## src/rtl/filter_ctrl_pkg.sv

```systemverilog
// Shared types and helpers for the filter buffer load sequencer.
package filter_ctrl_pkg;

  typedef enum logic [1:0] {
    IDLE  = 2'd0,
    LOAD  = 2'd1,
    DRAIN = 2'd2,
    DONE  = 2'd3
  } state_e;

  localparam int WORD_BYTES    = 4;
  localparam int MAX_BUF_BYTES = 256;

  // Word k lands in the most-significant free slot: bit buf_bytes-1-4k.
  function automatic logic [MAX_BUF_BYTES-1:0] word_to_en(input int k, input int buf_bytes);
    logic [MAX_BUF_BYTES-1:0] en;
    en = '0;
    for (int i = 0; i < MAX_BUF_BYTES; i++) begin
      if (i == (buf_bytes - 1 - (WORD_BYTES * k))) begin
        en[i] = 1'b1;
      end else begin
        en[i] = 1'b0;
      end
    end
    return en;
  endfunction

endpackage

```

## src/rtl/filter_en_decode.sv

```systemverilog
// Combinational word index to one-hot filter buffer write enable.
module filter_en_decode
  import filter_ctrl_pkg::*;
#(
  parameter int BUF_BYTES = 16,
  parameter int K_W       = 3
) (
  input  logic [K_W-1:0]       k,
  output logic [BUF_BYTES-1:0] en
);

  // decode word index to its byte-lane enable
  always_comb begin
    en = BUF_BYTES'(word_to_en(int'(k), BUF_BYTES));
  end

endmodule

```

## src/rtl/filter_load_ctrl.sv

```systemverilog
// Filter buffer load sequencer: one word read per cycle, write enable one cycle later.
// Optional double-buffer bank select under macro FILTER_LOAD_CTRL_DBLBUF_EN.
module filter_load_ctrl
  import filter_ctrl_pkg::*;
#(
  parameter  int ADDR_W    = 8,
  parameter  int BUF_BYTES = 16,
  localparam int WORDS     = BUF_BYTES / WORD_BYTES,
  localparam int NW_W      = $clog2(WORDS + 1)
) (
  input  logic                 clk,
  input  logic                 rst,
  input  logic                 start,
  input  logic [ADDR_W-1:0]    base_addr,
  input  logic [NW_W-1:0]      num_words,
  input  logic                 hold,
  output logic                 mem_rd,
  output logic [ADDR_W-1:0]    mem_addr,
  output logic [BUF_BYTES-1:0] buf_en,
  output logic                 busy,
  output logic                 done
`ifdef FILTER_LOAD_CTRL_DBLBUF_EN
  ,
  output logic                 buf_bank
`endif
);

  state_e               state_q, state_d;
  logic [ADDR_W-1:0]    base_q, base_d;
  logic [NW_W-1:0]      n_q, n_d;
  logic [NW_W-1:0]      k_q, k_d;
  logic [BUF_BYTES-1:0] buf_en_q, buf_en_d;
  logic                 busy_q, busy_d;
  logic                 done_q, done_d;
  logic [BUF_BYTES-1:0] dec_en_s;
  logic                 rd_s;
  logic [ADDR_W-1:0]    addr_s;

  filter_en_decode #(
    .BUF_BYTES(BUF_BYTES),
    .K_W      (NW_W)
  ) u_en_decode (
    .k (k_q),
    .en(dec_en_s)
  );

  // read issue follows hold in the same cycle so a paused cycle never strobes memory
  always_comb begin
    rd_s   = 1'b0;
    addr_s = '0;
    if ((state_q == LOAD) && !hold) begin
      rd_s   = 1'b1;
      addr_s = base_q + ADDR_W'(k_q);
    end else begin
      rd_s   = 1'b0;
      addr_s = '0;
    end
  end

  // next-state, latched request and registered status
  always_comb begin
    state_d = state_q;
    base_d  = base_q;
    n_d     = n_q;
    k_d     = k_q;
    case (state_q)
      IDLE: begin
        if (start) begin
          base_d = base_addr;
          k_d    = '0;
          n_d    = (num_words > NW_W'(WORDS)) ? NW_W'(WORDS) : num_words;
          if (num_words == '0) begin
            state_d = DONE;
          end else begin
            state_d = LOAD;
          end
        end else begin
          state_d = IDLE;
        end
      end
      LOAD: begin
        if (!hold) begin
          k_d = k_q + NW_W'(1'b1);
          if (k_q == (n_q - NW_W'(1'b1))) begin
            state_d = DRAIN;
          end else begin
            state_d = LOAD;
          end
        end else begin
          state_d = LOAD;
        end
      end
      DRAIN:   state_d = DONE;
      DONE:    state_d = IDLE;
      default: state_d = IDLE;
    endcase
    buf_en_d = rd_s ? dec_en_s : '0;
    busy_d   = (state_d == LOAD) || (state_d == DRAIN);
    done_d   = (state_d == DONE);
  end

  // state and output registers
  always_ff @(posedge clk or negedge rst) begin
    if (!rst) begin
      state_q  <= IDLE;
      base_q   <= '0;
      n_q      <= '0;
      k_q      <= '0;
      buf_en_q <= '0;
      busy_q   <= 1'b0;
      done_q   <= 1'b0;
    end else begin
      state_q  <= state_d;
      base_q   <= base_d;
      n_q      <= n_d;
      k_q      <= k_d;
      buf_en_q <= buf_en_d;
      busy_q   <= busy_d;
      done_q   <= done_d;
    end
  end

  assign mem_rd   = rd_s;
  assign mem_addr = addr_s;
  assign buf_en   = buf_en_q;
  assign busy     = busy_q;
  assign done     = done_q;

`ifdef FILTER_LOAD_CTRL_DBLBUF_EN
  logic bank_q, bank_d;

  // flip banks once the done pulse has been seen
  always_comb begin
    if (state_q == DONE) begin
      bank_d = ~bank_q;
    end else begin
      bank_d = bank_q;
    end
  end

  // bank select register
  always_ff @(posedge clk or negedge rst) begin
    if (!rst) begin
      bank_q <= 1'b0;
    end else begin
      bank_q <= bank_d;
    end
  end

  assign buf_bank = bank_q;
`endif

endmodule

```

## config.mk

```make
export PLATFORM = sky130hd
export DESIGN_NAME = filter_load_ctrl
export DESIGN_NICKNAME = d
export VERILOG_FILES = /design/src/rtl/filter_ctrl_pkg.sv /design/src/rtl/filter_en_decode.sv /design/src/rtl/filter_load_ctrl.sv
export SDC_FILE = /design/constraint.sdc
export NUM_CORES = 1
export LEC_CHECK = 0
export BUFFER_PORTS_ARGS = -buffer_cell sky130_fd_sc_hd__buf_2
export CORE_ASPECT_RATIO = 2
export CORE_MARGIN = 2
export CORE_UTILIZATION = 48
export DETAILED_ROUTE_END_ITERATION = 12
export PLACE_DENSITY = 0.76
export RECOVER_POWER = 100
export SLEW_MARGIN = 0
export SYNTH_ARGS = -nofsm -noshare
export SYNTH_HDL_FRONTEND = slang
export SYNTH_HIERARCHICAL = 1
export SYNTH_SLANG_ARGS = --single-unit
```

## constraint.sdc

```tcl
create_clock -name clk -period 1.8 [get_ports clk]
set_input_delay 0.36 -clock clk [delete_from_list [all_inputs] [get_ports clk]]
set_output_delay 0.36 -clock clk [all_outputs]
set_load 0.02 [all_outputs]
```

== Yosys cells after proc, flatten, opt, wreduce, memory -nomap -nowiden ==
Cells that the tools add are included.

* Input bits: 15
* Output and inout port bits: 27
* Logic and storage cells: 73
* Register bits: 34

* Reduce and logical (&&, ||, !) cells: 9
* Eq/ne operators: 24
* Mux-type cells: 28
* Magnitude comparators: 1
* $add $sub $neg: 4

{| class="wikitable"
|+ Operators by type and width
! kind !! count
|-
| $eq A5 B6 Y1 const A || 8
|-
| $logic_not A32 Y1 || 1
|-
| $eq A4 B6 Y1 const A || 4
|-
| $mux W1 || 17
|-
| $mux W16 || 1
|-
| $eq A3 B6 Y1 const A || 2
|-
| $mux W3 || 3
|-
| $add A8 B3 Y8 || 1
|-
| $eq A2 B2 Y1 const B || 4
|-
| $mux W2 || 4
|-
| $mux W8 || 1
|-
| $pmux W2 S4 || 1
|-
| $eq A2 B6 Y1 const A || 1
|-
| $pmux W3 S2 || 1
|-
| $sub A4 B5 Y6 const A || 1
|-
| $eq A2 B1 Y1 const B || 2
|-
| $ne A2 B2 Y1 const B || 2
|-
| $add A3 B1 Y3 const B || 1
|-
| $eq A3 B3 Y1 || 1
|-
| $gt A3 B3 Y1 const B || 1
|-
| $logic_not A3 Y1 || 1
|-
| $reduce_and A3 Y1 || 1
|-
| $sub A3 B1 Y3 const B || 1
|-
| $logic_not A2 Y1 || 1
|-
| 5 further kinds || 5
|}

== Depth between registers and ports, before layout ==
* Word-level depth: 7
* Depth in mapped cells: 6
* Depth with buffers taken out: 6

== By module ==
The synthesis kept the hierarchy.

{| class="wikitable"
|+ Modules (own cells, without submodules)
! module !! instances !! cells each !! sequential area each (µm²) !! area each (µm²)
|-
| filter_load_ctrl || 1 || 130 || 850.8 || 1551.5
|-
| filter_en_decode || 1 || 17 || 0.0 || 123.9
|}

== Worst setup path before layout ==
Ideal clock, no wire load.

* Path kind: flip-flop to output port
* From: reg k_q[0]
* To: out mem_addr[4]
* Setup slack: -254 ps
* Arrival time: 1694 ps
* Path buffers: 0
* Stages on the path, launching flop included: 6
* Cells stage by stage: dfrtp_1 ha_1 fa_1 a21oi_1 o21ai_0 a21oi_1

* Cells in the longest elaborated chain, start to end: 2

{| class="wikitable"
|+ Ends and longest elaborated chain
! item !! RTL line !! source
|-
| from (decl) || filter_load_ctrl.sv:31 || <nowiki>logic [NW_W-1:0] k_q, k_d;</nowiki>
|-
| from (signal assigned) || filter_load_ctrl.sv:116 || <nowiki>k_q <= k_d;</nowiki>
|-
| $add A8 B3 Y8 || filter_load_ctrl.sv:53 || <nowiki>addr_s = base_q + ADDR_W'(k_q);</nowiki>
|-
| $mux W8 || filter_load_ctrl.sv:51 || <nowiki>if ((state_q == LOAD) && !hold) begin</nowiki>
|-
| to (decl) || filter_load_ctrl.sv:18 || <nowiki>output logic [ADDR_W-1:0] mem_addr,</nowiki>
|}

Every way passes these cells.

== Final worst setup path ==
Same ends and word-level chain as after synthesis.

==> out/metrics.yaml <==
cp_top_family: "adder cells"
slowest_stage: "dfrtp_2"
cts_tree: "yes"
violations: "negative setup slack"
hold_slack_ps: 260.7
cts.path.max_buffers: 2
synth_top_area_share_pct: 50.78
nets: 227
yosys-top-cells-area: "dfrtp_1, and2_1, buf_4, mux2_2, ha_1"
tns_ps: -2359
layout_common_cells: "dfrtp_1, clkbuf_1, and2_1"
r2r_setup_slack_ps: 50
power.density_nw_per_um2: 1840
fin_worst_skew_ps: 6.467
place.gp.congestion: 0.8589
drc: 0
coreArea_um2: 3378
relSlewSlack_pct: 26.37
drv_slew: 0
rsz0062_at_grt: "true"
numCtsBuffers: 5
die_w_um: 45.78
ys_seq_area_share_pct: 50.78
fillers: 265
post-dp-hpwl_um: 2587
placed_area_um2: 2008
critPathMaxStageDelay_ps: 410
avgRoutedWirePerCell_um: 15.22
fmax_mhz: 463.2
clock_sinks: 34
synth_edf_count: 0
vias: 1240
antenna_found_initial: 0
drive_above_1_share_pct: 36.89
cts_root_buf: "clkbuf_8"
final_common_cell: "dfrtp_1"
io_buffers: 41
max-cap-violations: 0
antenna_cells_inserted: 0
clk_pin_slew_worst_paths_ps: 70
worst_ep_arrival_time_ps: 1800
hold_viol_final: 0
place_inst: 226
grt-ovfl-total: 0
crit_type: "register to primary output"
power.total_uw: 4140
htreeDepth: 2
cp.required_ps: 1440
cp_cell_sequence: "ha_2 > fa_2 > a21oi_4 > o21ai_2 > a21oi_2 > buf_4"
synthCells: 147
dieArea_um2: 4008
via_per_inst: 5.210
period_minus_slack_ps: 2159
startpoint_type: "register"
ir_drop_uv: 1162
grt_usage_pct: 19.93
fin_crit_sh_pct: 119.9
area_growth_pct: 34.28
status: "complete, but fails checks"
ys_ff_latch: 34
initial_core_util_pct: 49.59
crit_fanout: 4
syn_area_per_cell_um2: 11.40
holdCritPathClass: "input port to async pin"
grt_max_degree: 22
p_leak_uw: 0.001038
drt_iter0_markers: 23
ys_types: 37
syn_area_um2: 1675
synth_area_leader_cell: "dfrtp_1"
drt_wl_total_um: 3622
crit_buf_inv: 1
synth_ff_type: "dfrtp_1"
rows: 30
grt_pass1_wl_um: 5775
timing.final.ws_setup_ps: -358.8
drtAntennaViolNets: 0
clock_latency_ps: 280
die_h_um: 87.55
firstDrtPassIters: 4
ys_warn_count: 6
end_kind: "primary output"
synthArstFlopShare_pct: 100.0
fin_cells: 238
setup_violations: 9
grt_pass1_vias: 1362
design_area_um2: 2250
io_pins: 42
worstMarginPinSlew_ps: 1104
[worst register-to-register path, cell delays in order, from the launching register on]
cell,delay [ps]
dfrtp_2,420
clkbuf_1,320
xor2_1,230
nand3_1,100
o21ai_0,280
ha_1,290
[per-stage QoR]
step,utilization [%],setup WS (ps)
2_1_floorplan,-,-56.88
3_3_place_gp,59.44,-36.62
3_5_place_dp,59.44,-89.01
4_1_cts,66.74,-349.2
5_1_grt,66.59,-452.0
6_report,66.59,-358.8
[final timing paths]
kind / end / cells after the start / startpoint
setup / recovery: mem_addr[4] / 6 / k_q[0]
setup reg to reg: busy / 5 / k_q[1]
hold reg to reg: base_q[0] / 1 / base_q[0]
min in group clk: base_q[3] / 3 / base_addr[3]
max in group asynchronous: buf_en[14] / 2 / rst
hold / removal: base_q[5] / 1 / rst
[report_power, final]
part	switching (µW)	total, µW	internal [µW]
Sequential	218	1260	1040
Combinational	1100	2060	962
Clock	268	822	555
Total	1580	4140	2560
[cell type report]
cell class,instances,area [µm²],area share (%)
Sequential cell,34,854.6,37.99
Clock inverter,3,68.82,3.059
Inverter,6,23.77,1.057
Tap cell,32,40.04,1.780
Multi-Input combinational cell,103,874.6,38.88
Timing Repair Buffer,55,319.1,14.18
Clock buffer,5,68.82,3.059
[cell families (layout without fill, tap and decap cells)]
family / Yosys count / after routing / synth area share (%)
AND/OR/NAND/NOR: 46 / 46 / 17.25
flip-flops: 34 / 34 / 50.78
AO/OA/AOI/OAI: 22 / 22 / 7.170
buffers and inverters: 21 / 69 / 7.991
multiplexers: 11 / 11 / 7.468
adder cells (fa/ha/maj): 7 / 7 / 5.676
XOR/XNOR: 5 / 5 / 3.436
other: 1 / 12 / 0.2238
[cell usage after synthesis (all sizes together), types with 3 or more instances]
| master | count |
|---|---|
| dfrtp | 34 |
| and2 | 18 |
| buf | 14 |
| o21ai | 12 |
| mux2 | 9 |
| a21oi | 7 |
| ha | 6 |
| inv | 6 |
| nand2 | 5 |
| nor2 | 5 |
| nand3 | 4 |
| nor3b | 3 |
[layer usage]
metal  track usage [%]  wire length (µm)  vias up
met5                 0                 0        -
met4             8.831                57        0
met3             4.742               151        5
met2             37.64              2149       32
met1             18.83              1264      615
li1                  -                 -      588
[flip-flops by register name (all words and copies together), names as in the netlist]
name	count
buf_en	16
base_q	8
n_q	3
k_q	3
busy	1
done	1
state_q	2
[what timing repair did]
item	CTS	global route
setup buffers	2	2
resized for setup	20	13
endpoints found under the setup margin	8	10
hold endpoints to repair	0	0
pin swaps	3	7
hold buffers	0	0
(Power assumes the default switching activity.)
